### config.mk
export PLATFORM = sky130hd
export DESIGN_NAME = fp_pipe_skid_buffer
export DESIGN_NICKNAME = d
export VERILOG_FILES = /design/src/rtl/fp_pipe_skid_buffer_pkg.sv /design/src/rtl/fp_pipe_skid_buffer.sv
export SDC_FILE = /design/constraint.sdc
export NUM_CORES = 1
export LEC_CHECK = 0
export ABC_AREA = 1
export CAP_MARGIN = 20
export CORE_AREA = 2 2 92 85
export DETAILED_ROUTE_END_ITERATION = 16
export DIE_AREA = 0 0 94 87
export PLACE_DENSITY = 0.72
export SLEW_MARGIN = 10
export SYNTH_ARGS = -nofsm -noshare
export SYNTH_HDL_FRONTEND = slang
export SYNTH_SLANG_ARGS = --single-unit
export TNS_END_PERCENT = 50
### constraint.sdc
create_clock -name clk -period 2.1 [get_ports clk]
set_clock_uncertainty 0.15 [all_clocks]
set_input_delay 0.315 -clock clk [delete_from_list [all_inputs] [get_ports clk]]
set_output_delay 0.315 -clock clk [all_outputs]
set_load 0.005 [all_outputs]
### src/rtl/fp_pipe_skid_buffer_pkg.sv
// Shared pipeline definitions for the skid buffer stage.
// The state encoding doubles as the occupancy count, so the
// occupancy output is simply the state register.
package fp_pipe_skid_buffer_pkg;

  typedef enum logic [1:0] {
    ST_EMPTY = 2'd0,
    ST_HALF  = 2'd1,
    ST_FULL  = 2'd2
  } state_t;

endpackage

### src/rtl/fp_pipe_skid_buffer.sv
// Two-entry elastic buffer between a pipeline data register and the
// next floating-point operator stage. The upstream stall comes only
// from registered state, which breaks the combinational stall chain
// between stages. Head drives out_data; skid catches the word in
// flight when the downstream stalls.
module fp_pipe_skid_buffer
  import fp_pipe_skid_buffer_pkg::*;
#(
  parameter int DataWidth = 32
) (
  input  logic                 clk,
  input  logic                 rst,
  input  logic                 flush,
  input  logic                 in_vld,
  input  logic [DataWidth-1:0] in_data,
  output logic                 in_stall,
  output logic                 out_vld,
  output logic [DataWidth-1:0] out_data,
  input  logic                 out_stall,
  output logic [1:0]           occupancy
);

  state_t               state_q;
  state_t               state_d;
  logic [DataWidth-1:0] head_q;
  logic [DataWidth-1:0] skid_q;
  logic                 push;
  logic                 pop;
  logic                 head_en;
  logic                 head_from_skid;
  logic                 skid_en;

  // Outputs decode state only, so no input reaches an output combinationally.
  assign out_vld   = (state_q != ST_EMPTY);
  assign in_stall  = (state_q == ST_FULL);
  assign occupancy = state_q;
  assign out_data  = head_q;

  assign push = in_vld && !in_stall;
  assign pop  = out_vld && !out_stall;

  // Next-state and register-enable decode; flush overrides everything.
  always_comb begin
    state_d        = state_q;
    head_en        = 1'b0;
    head_from_skid = 1'b0;
    skid_en        = 1'b0;
    case (state_q)
      ST_EMPTY: begin
        if (push) begin
          state_d = ST_HALF;
          head_en = 1'b1;
        end
      end
      ST_HALF: begin
        if (push && pop) begin
          head_en = 1'b1;
        end else if (push) begin
          state_d = ST_FULL;
          skid_en = 1'b1;
        end else if (pop) begin
          state_d = ST_EMPTY;
        end
      end
      ST_FULL: begin
        if (pop) begin
          state_d        = ST_HALF;
          head_en        = 1'b1;
          head_from_skid = 1'b1;
        end
      end
      default: begin
        state_d = ST_EMPTY;
      end
    endcase
    if (flush) begin
      state_d        = ST_EMPTY;
      head_en        = 1'b0;
      head_from_skid = 1'b0;
      skid_en        = 1'b0;
    end
  end

  // State register with synchronous reset.
  always_ff @(posedge clk) begin
    if (rst) begin
      state_q <= ST_EMPTY;
    end else begin
      state_q <= state_d;
    end
  end

  // Head and skid data registers, cleared on reset and loaded by their enables.
  always_ff @(posedge clk) begin
    if (rst) begin
      head_q <= '0;
      skid_q <= '0;
    end else begin
      if (head_en) begin
        head_q <= head_from_skid ? skid_q : in_data;
      end
      if (skid_en) begin
        skid_q <= in_data;
      end
    end
  end

endmodule

==> summary.md, run 1 <==
| Metric | Value |
|---|---|
| Result of the run | `finished, final reports clean` |
| Site row count | `30` |
| Final core utilization | `56.2%` |
| Pin slew with the least headroom to its limit | `0.582 ns` |
| Largest net degree at the start of global routing | `35` |
| Final count of pins violating max slew | `0` |
| Number of flip-flops and latches in the synthesized netlist | `66` |
| Number of port buffers | `72` |
| Setup repair bufs after CTS | `0` |
| Nets | `581` |
| Biggest area consumer among synthesized cells | `sky130_fd_sc_hd__dfxtp_1` |
| Async set-reset flop share out of synthesis | `0%` |
| Via density per instance | `4.77` |
| Clock slew at reported path FFs | `0.07 ns` |
| Worst hold-check path type | `flop to flop` |
| CTS H-Tree Depth | `3` |
| Post-Synthesis Cells | `477` |
| Avg Inst Size Synth | `6.62 um^2` |
| Leakage dissipation | `1.80 nW` |
| Global routing usage summed across all routing layers | `20.0%` |
| Number of hold-repair buffers added at the cts stage | `0` |
| Count of distinct cell types in the synthesized netlist | `16` |
| Crit. End Element | `primary output` |
| Setup repair after global routing missed its margin | `no` |
| DIE WIDTH | `94 um` |
| Synthesized cell area | `3160 um^2` |
| Main area contributors after synthesis | `sky130_fd_sc_hd__dfxtp_1, sky130_fd_sc_hd__nand2_1, sky130_fd_sc_hd__nand3_1, sky130_fd_sc_hd__nor2_1, sky130_fd_sc_hd__buf_6` |
| CTS Sinks | `66` |
| Most numerous cell types in the synthesized netlist | `sky130_fd_sc_hd__nand2_1, sky130_fd_sc_hd__nand3_1, sky130_fd_sc_hd__nor2_1, sky130_fd_sc_hd__dfxtp_1, sky130_fd_sc_hd__inv_1` |
| Number of vias in the routed layout | `3075` |
| Top-count cell post-synth | `sky130_fd_sc_hd__nand2_1` |
| HPWL reported at the end of detailed placement | `5110 um` |
| Worst slew slack as a fraction of its limit | `61.1%` |
| Worst path setup slack after routing | `0.146 ns` |
| Floorplan die height | `87 um` |
| Core Box Area | `7320 um^2` |
| Peak fanout along the critical path | `6` |
| Placer congestion estimate | `0.778` |
| Initial drt markers | `203` |
| DR pass1 iterations | `5` |
| Synthesis-to-finish area growth | `30.4%` |
| Period minus WS final | `1.95 ns` |
| Number of enable-type register cells in the synthesized netlist | `0` |
| Required time reported for the critical path endpoint | `1.63 ns` |
| Die footprint | `8180 um^2` |
| Ys flop type | `sky130_fd_sc_hd__dfxtp_1` |
| Share of the clock period used by the worst path | `93.0%` |
| Antenna diode count | `0` |
| Number of antenna violations at the first check in global routing | `0` |
| Number of global-route vias before repair | `2869` |
| Max-cap violations | `0` |
| Clock tree from TritonCTS | `done` |
| Post-Place Worst Slack | `0.0662 ns` |
| Setup crit start kind | `flop` |
| Final total power | `2.85 mW` |
| Final count of negative-setup-slack endpoints | `0` |
| Critical Setup Path Class | `flop to primary output` |
| Worst slack on hold paths | `0.312 ns` |
| Maximum frequency from static timing analysis | `512 MHz` |
| Net count after synthesis | `514` |
| Effective utilization at floorplan | `43.1%` |
| Total power divided by cell area | `692 nW/um^2` |
| Drc violations | `0` |
| Insertion delay to the later sink of the worst-skew pair | `0.34 ns` |
| Antenna violation net count after detailed routing | `0` |
| Wire length of the first global-routing pass | `12900 um` |
| Wire per inst | `11.8 um` |
| Boundary Pins | `73` |
| Sum of negative setup slack | `0 ns` |
| Warning count from the yosys run | `0` |
| Fraction of layout cells with a size suffix above 1 | `7.48%` |
| Peak supply drop | `0.306 mV` |
| Remaining Overflow, GRT | `0` |
| Longest Clk Path Bufs | `2` |
| TritonCTS Buffers | `9` |
| Final Hold Viols | `0` |
| Arrival time of the worst setup path | `1.49 ns` |
| Synth top area share | `41.9%` |
| Number of cells upsized or downsized after cts | `0` |
| Final Routed Wirelength | `7630 um` |
| Clock tree root driver cell | `sky130_fd_sc_hd__clkbuf_8` |
| Post-synthesis sequential area ratio | `41.9%` |
[final timing paths]
path                                   from  slack [ns]  depth (start not counted)                 endpoint
setup / recovery  occupancy[1]$_SDFFE_PP0P_        0.15                          3                 in_stall
hold / removal      skid_q[28]$_SDFFE_PP0P_        0.31                          2  skid_q[28]$_SDFFE_PP0P_
setup reg to reg  occupancy[0]$_SDFFE_PP0P_        0.50                          5  skid_q[13]$_SDFFE_PP0P_
hold reg to reg     skid_q[28]$_SDFFE_PP0P_        0.31                          2  skid_q[28]$_SDFFE_PP0P_
[power breakdown]
part	internal, mW	total (mW)	switching [mW]
registers	1.30	1.33	0.0248
clock network	0.638	1.11	0.468
logic	0.218	0.414	0.197
total	2.16	2.85	0.689
[layout by cell type (no fill, tap or decap), types with 3 or more instances in the layout]
master                            count
sky130_fd_sc_hd__nand2_1            164
sky130_fd_sc_hd__clkdlybuf4s50_1     72
sky130_fd_sc_hd__nand3_1             68
sky130_fd_sc_hd__nor2_1              67
sky130_fd_sc_hd__dfxtp_1             66
sky130_fd_sc_hd__inv_1               34
sky130_fd_sc_hd__a21oi_1             33
sky130_fd_sc_hd__clkbuf_8            12
sky130_fd_sc_hd__buf_4               12
sky130_fd_sc_hd__inv_2                4
sky130_fd_sc_hd__nor2_4               3
sky130_fd_sc_hd__buf_12               3
[critical path, cell delays in order, from the launching register on]
cell,delay (ns)
sky130_fd_sc_hd__dfxtp_1,0.43
sky130_fd_sc_hd__inv_2,0.11
sky130_fd_sc_hd__nor2_4,0.10
sky130_fd_sc_hd__clkdlybuf4s50_1,0.51
[state kept, by name, summed over array words and instances (netlist names)]
name / flops
out_data: 32
skid_q: 32
occupancy: 2
[routing by layer]
layer  routed length, um  global-route usage [%]
met5                   0                       0
met4                 162                    9.49
met3                 391                    3.81
met2                3560                    31.8
met1                3520                    26.2
[kinds of logic after synthesis]
group	share of synthesized area (%)
buffers and inverters	12.0
flip-flops	41.9
AO/OA/AOI/OAI	5.55
AND/OR/NAND/NOR	40.6
[final cells by class]
| type | count | area [um^2] |
|---|---|---|
| inverters | 38 | 143 |
| flip-flops and latches | 66 | 1320 |
| clock buffers | 13 | 169 |
| multi-input cells | 342 | 1460 |
| well taps | 96 | 120 |
| clock inverters | 2 | 35.0 |
| repair buffers | 87 | 871 |
| fillers | 694 | 3200 |
[metrics by stage]
stage                     cell area (um^2)  cells
after floorplan                       3160    477
after global placement                3910    629
after detailed placement              3910    629
after CTS                             4120    644
after global routing                  4120    644
final                                 4120    644
Note: power is estimated with default switching activity, not from simulation.
==> run 2, diff against run 1 <==
--- a/config.mk
+++ b/config.mk
@@ -11,6 +11,7 @@
 export DETAILED_ROUTE_END_ITERATION = 16
 export DIE_AREA = 0 0 94 87
 export PLACE_DENSITY = 0.72
+export SETUP_SLACK_MARGIN = 0.15
 export SLEW_MARGIN = 10
 export SYNTH_ARGS = -nofsm -noshare
 export SYNTH_HDL_FRONTEND = slang
==> run 2 against run 1 <==
  * Register-to-register slack better by 0.10 ns
  * Via count barely moved
  * Combinational power hardly changed
  * Worst setup slack gained 0.076 ns
  * Non-clock buffer count did not move
  * First-iteration DRC count unchanged
  * Die area unchanged
  * Cell count unchanged
  * Cell area is essentially flat
  * Critical path type unchanged
  * Largest cell class unchanged
  * Largest power group unchanged
==> summary.md, run 2 (synthesis results as in run 1) <==
| Metric | Value |
|---|---|
| Clock slew at reported path FFs | `0.07 ns (about the same)` |
| Worst path setup slack after routing | `0.222 ns (was 0.146 ns)` |
| Post-Place Worst Slack | `0.0662 ns (unchanged)` |
| Cells along the critical path | `inv_2 > nor2_4 > clkdlybuf4s50_1 (unchanged)` |
| Total power divided by cell area | `692 nW/um^2 (about the same)` |
| Insertion delay to the later sink of the worst-skew pair | `0.34 ns (about the same)` |
| Sum of negative setup slack | `0 ns (unchanged)` |
| DIE WIDTH | `94 um (unchanged)` |
| Via density per instance | `4.77 (about the same)` |
| Result of the run | `finished, final reports clean (unchanged)` |
| Number of placed cells counting well taps | `629 (unchanged)` |
| HPWL reported at the end of detailed placement | `5110 um (unchanged)` |
| Peak supply drop | `0.306 mV (about the same)` |
| Arrival time of the worst setup path | `1.41 ns (was 1.49 ns)` |
| Number of port buffers | `72 (unchanged)` |
| Effective utilization at floorplan | `43.1% (unchanged)` |
| Core Box Area | `7320 um^2 (unchanged)` |
| Global routing usage summed across all routing layers | `20.0% (unchanged)` |
| Longest Clk Path Bufs | `2 (unchanged)` |
| Global Route met2 Usage | `31.8% (unchanged)` |
| Floorplan die height | `87 um (unchanged)` |
| Number of vias in the routed layout | `3073 (was 3075)` |
| Share of the clock period used by the worst path | `89.4% (was 93.0%)` |
| Final total power | `2.85 mW (about the same)` |
| Cell at the slowest stage of the critical path | `sky130_fd_sc_hd__clkdlybuf4s50_1 (unchanged)` |
| Placer congestion estimate | `0.778 (unchanged)` |
| P_sw | `0.690 mW (was 0.689 mW)` |
| TritonCTS Buffers | `9 (unchanged)` |
| CTS Sinks | `66 (unchanged)` |
| Synthesis-to-finish area growth | `30.4% (about the same)` |
| Wire per inst | `11.8 um (about the same)` |
| Site row count | `30 (unchanged)` |
| Crit. End Element | `primary output (unchanged)` |
| Met3 track demand over resource in global routing | `3.81% (unchanged)` |
| Required time reported for the critical path endpoint | `1.63 ns (about the same)` |
| Maximum frequency from static timing analysis | `533 MHz (was 512 MHz)` |
| CTS H-Tree Depth | `3 (unchanged)` |
| Switching part of the total | `24.2% (about the same)` |
| Critical Path Max Stage Delay | `0.51 ns (about the same)` |
| Boundary Pins | `73 (unchanged)` |
| Initial drt markers | `203 (unchanged)` |
| Max-cap violations | `0 (unchanged)` |
| Final Hold Viols | `0 (unchanged)` |
| Setup repair after global routing missed its margin | `no (unchanged)` |
| Pin slew with the least headroom to its limit | `0.581 ns (was 0.582 ns)` |
| Wire length of the first global-routing pass | `12900 um (unchanged)` |
| Number of antenna violations at the first check in global routing | `0 (unchanged)` |
| Combinational fraction of design power | `14.6% (about the same)` |
| Fraction of layout cells with a size suffix above 1 | `7.85% (was 7.48%)` |
| Setup crit start kind | `flop (unchanged)` |
| Setup repair bufs after CTS | `0 (unchanged)` |
| Critical Setup Path Class | `flop to primary output (unchanged)` |
| Period minus WS final | `1.88 ns (was 1.95 ns)` |
| Busiest metal layer after global routing | `met2 (unchanged)` |
| Nets | `581 (unchanged)` |
| GR Layer Usage met1 | `26.2% (unchanged)` |
| Worst slew slack as a fraction of its limit | `61.1% (about the same)` |
| Final count of pins violating max slew | `0 (unchanged)` |
| Final core utilization | `56.3% (was 56.2%)` |
| Most frequent cells in the layout | `sky130_fd_sc_hd__nand2_1, sky130_fd_sc_hd__clkdlybuf4s50_1, sky130_fd_sc_hd__nand3_1 (unchanged)` |
| Largest net degree at the start of global routing | `35 (unchanged)` |
| Clock tree root driver cell | `sky130_fd_sc_hd__clkbuf_8 (unchanged)` |
| Worst hold-check path type | `flop to flop (unchanged)` |
| Peak fanout along the critical path | `6 (unchanged)` |
| Relative contribution of sequential cells to total power | `46.6% (about the same)` |
| Final Routed Wirelength | `7630 um (about the same)` |
| Antenna violation net count after detailed routing | `0 (unchanged)` |
| Number of standard cells in the final layout excluding fillers | `644 (unchanged)` |
| Drc violations | `0 (unchanged)` |
| Antenna diode count | `0 (unchanged)` |
| Die footprint | `8180 um^2 (unchanged)` |
| Number of global-route vias before repair | `2869 (unchanged)` |
| Commonest non-fill, non-tap cell in the layout | `sky130_fd_sc_hd__nand2_1 (unchanged)` |
| Power share of the clock group | `38.8% (about the same)` |
| Final count of negative-setup-slack endpoints | `0 (unchanged)` |
| Clock tree from TritonCTS | `done (unchanged)` |
| Remaining Overflow, GRT | `0 (unchanged)` |
| Total of fill cells in the finished design | `694 (unchanged)` |
| Internal power | `2.16 mW (about the same)` |
| DR pass1 iterations | `5 (unchanged)` |
| Leakage dissipation | `1.80 nW (about the same)` |
## run 2: worst max-delay path, delay by kind of cell, from the launching register on
family | cells | cell delay [ns]
buffers and inverters | 2 | 0.59
DFF | 1 | 0.38
and+or+nand+nor | 1 | 0.10
## run 2: cell type report
class	count	area, um^2	area share [%]
Clock buffer	13	169	4.10
Clock inverter	2	35.0	0.851
Inverter	38	143	3.46
Multi-Input combinational cell	342	1460	35.4
Sequential cell	66	1320	32.1
Tap cell	96	120	2.92
Timing Repair Buffer	87	871	21.1
## run 2: per-layer routing
layer / wire length (um) / vias to the layer above
li1: - / 1606
met1: 3510 / 1362
met4: 162 / 0
met2: 3560 / 91
met3: 399 / 14
met5: 0 / -
## run 2: worst paths after layout
path | from | endpoint | slack [ns] | cells after the start
min | skid_q[28]$_SDFFE_PP0P_ | skid_q[28]$_SDFFE_PP0P_ | 0.31 | 2
min reg2reg | skid_q[28]$_SDFFE_PP0P_ | skid_q[28]$_SDFFE_PP0P_ | 0.31 | 2
max | occupancy[1]$_SDFFE_PP0P_ | in_stall | 0.22 | 3
max reg2reg | occupancy[0]$_SDFFE_PP0P_ | skid_q[13]$_SDFFE_PP0P_ | 0.60 | 5
## run 2: power by group through the flow
stage | registers (mW) | clock network [mW] | logic, mW
floorplan | 1.36 | 0 | 0.198
global placement | 1.35 | 0 | 0.411
detailed placement | 1.36 | 0 | 0.415
CTS | 1.33 | 1.13 | 0.418
global route | 1.33 | 1.20 | 0.463
finish | 1.33 | 1.11 | 0.415
## run 2: what timing repair did
| item | 4_1_cts | 5_1_grt |
|---|---|---|
| cloned | 0 | 0 |
| resized for setup | 1 | 1 |
| hold buffers | 0 | 0 |
| endpoints found under the setup margin | 2 | 1 |
## run 2: metrics by stage
stage | hold WS [ns] | cell area [um^2]
2_1_floorplan | 0.290 | 3160
3_3_place_gp | 0.298 | 3910
3_5_place_dp | 0.302 | 3910
4_1_cts | 0.313 | 4120
5_1_grt | 0.326 | 4120
6_report | 0.312 | 4120
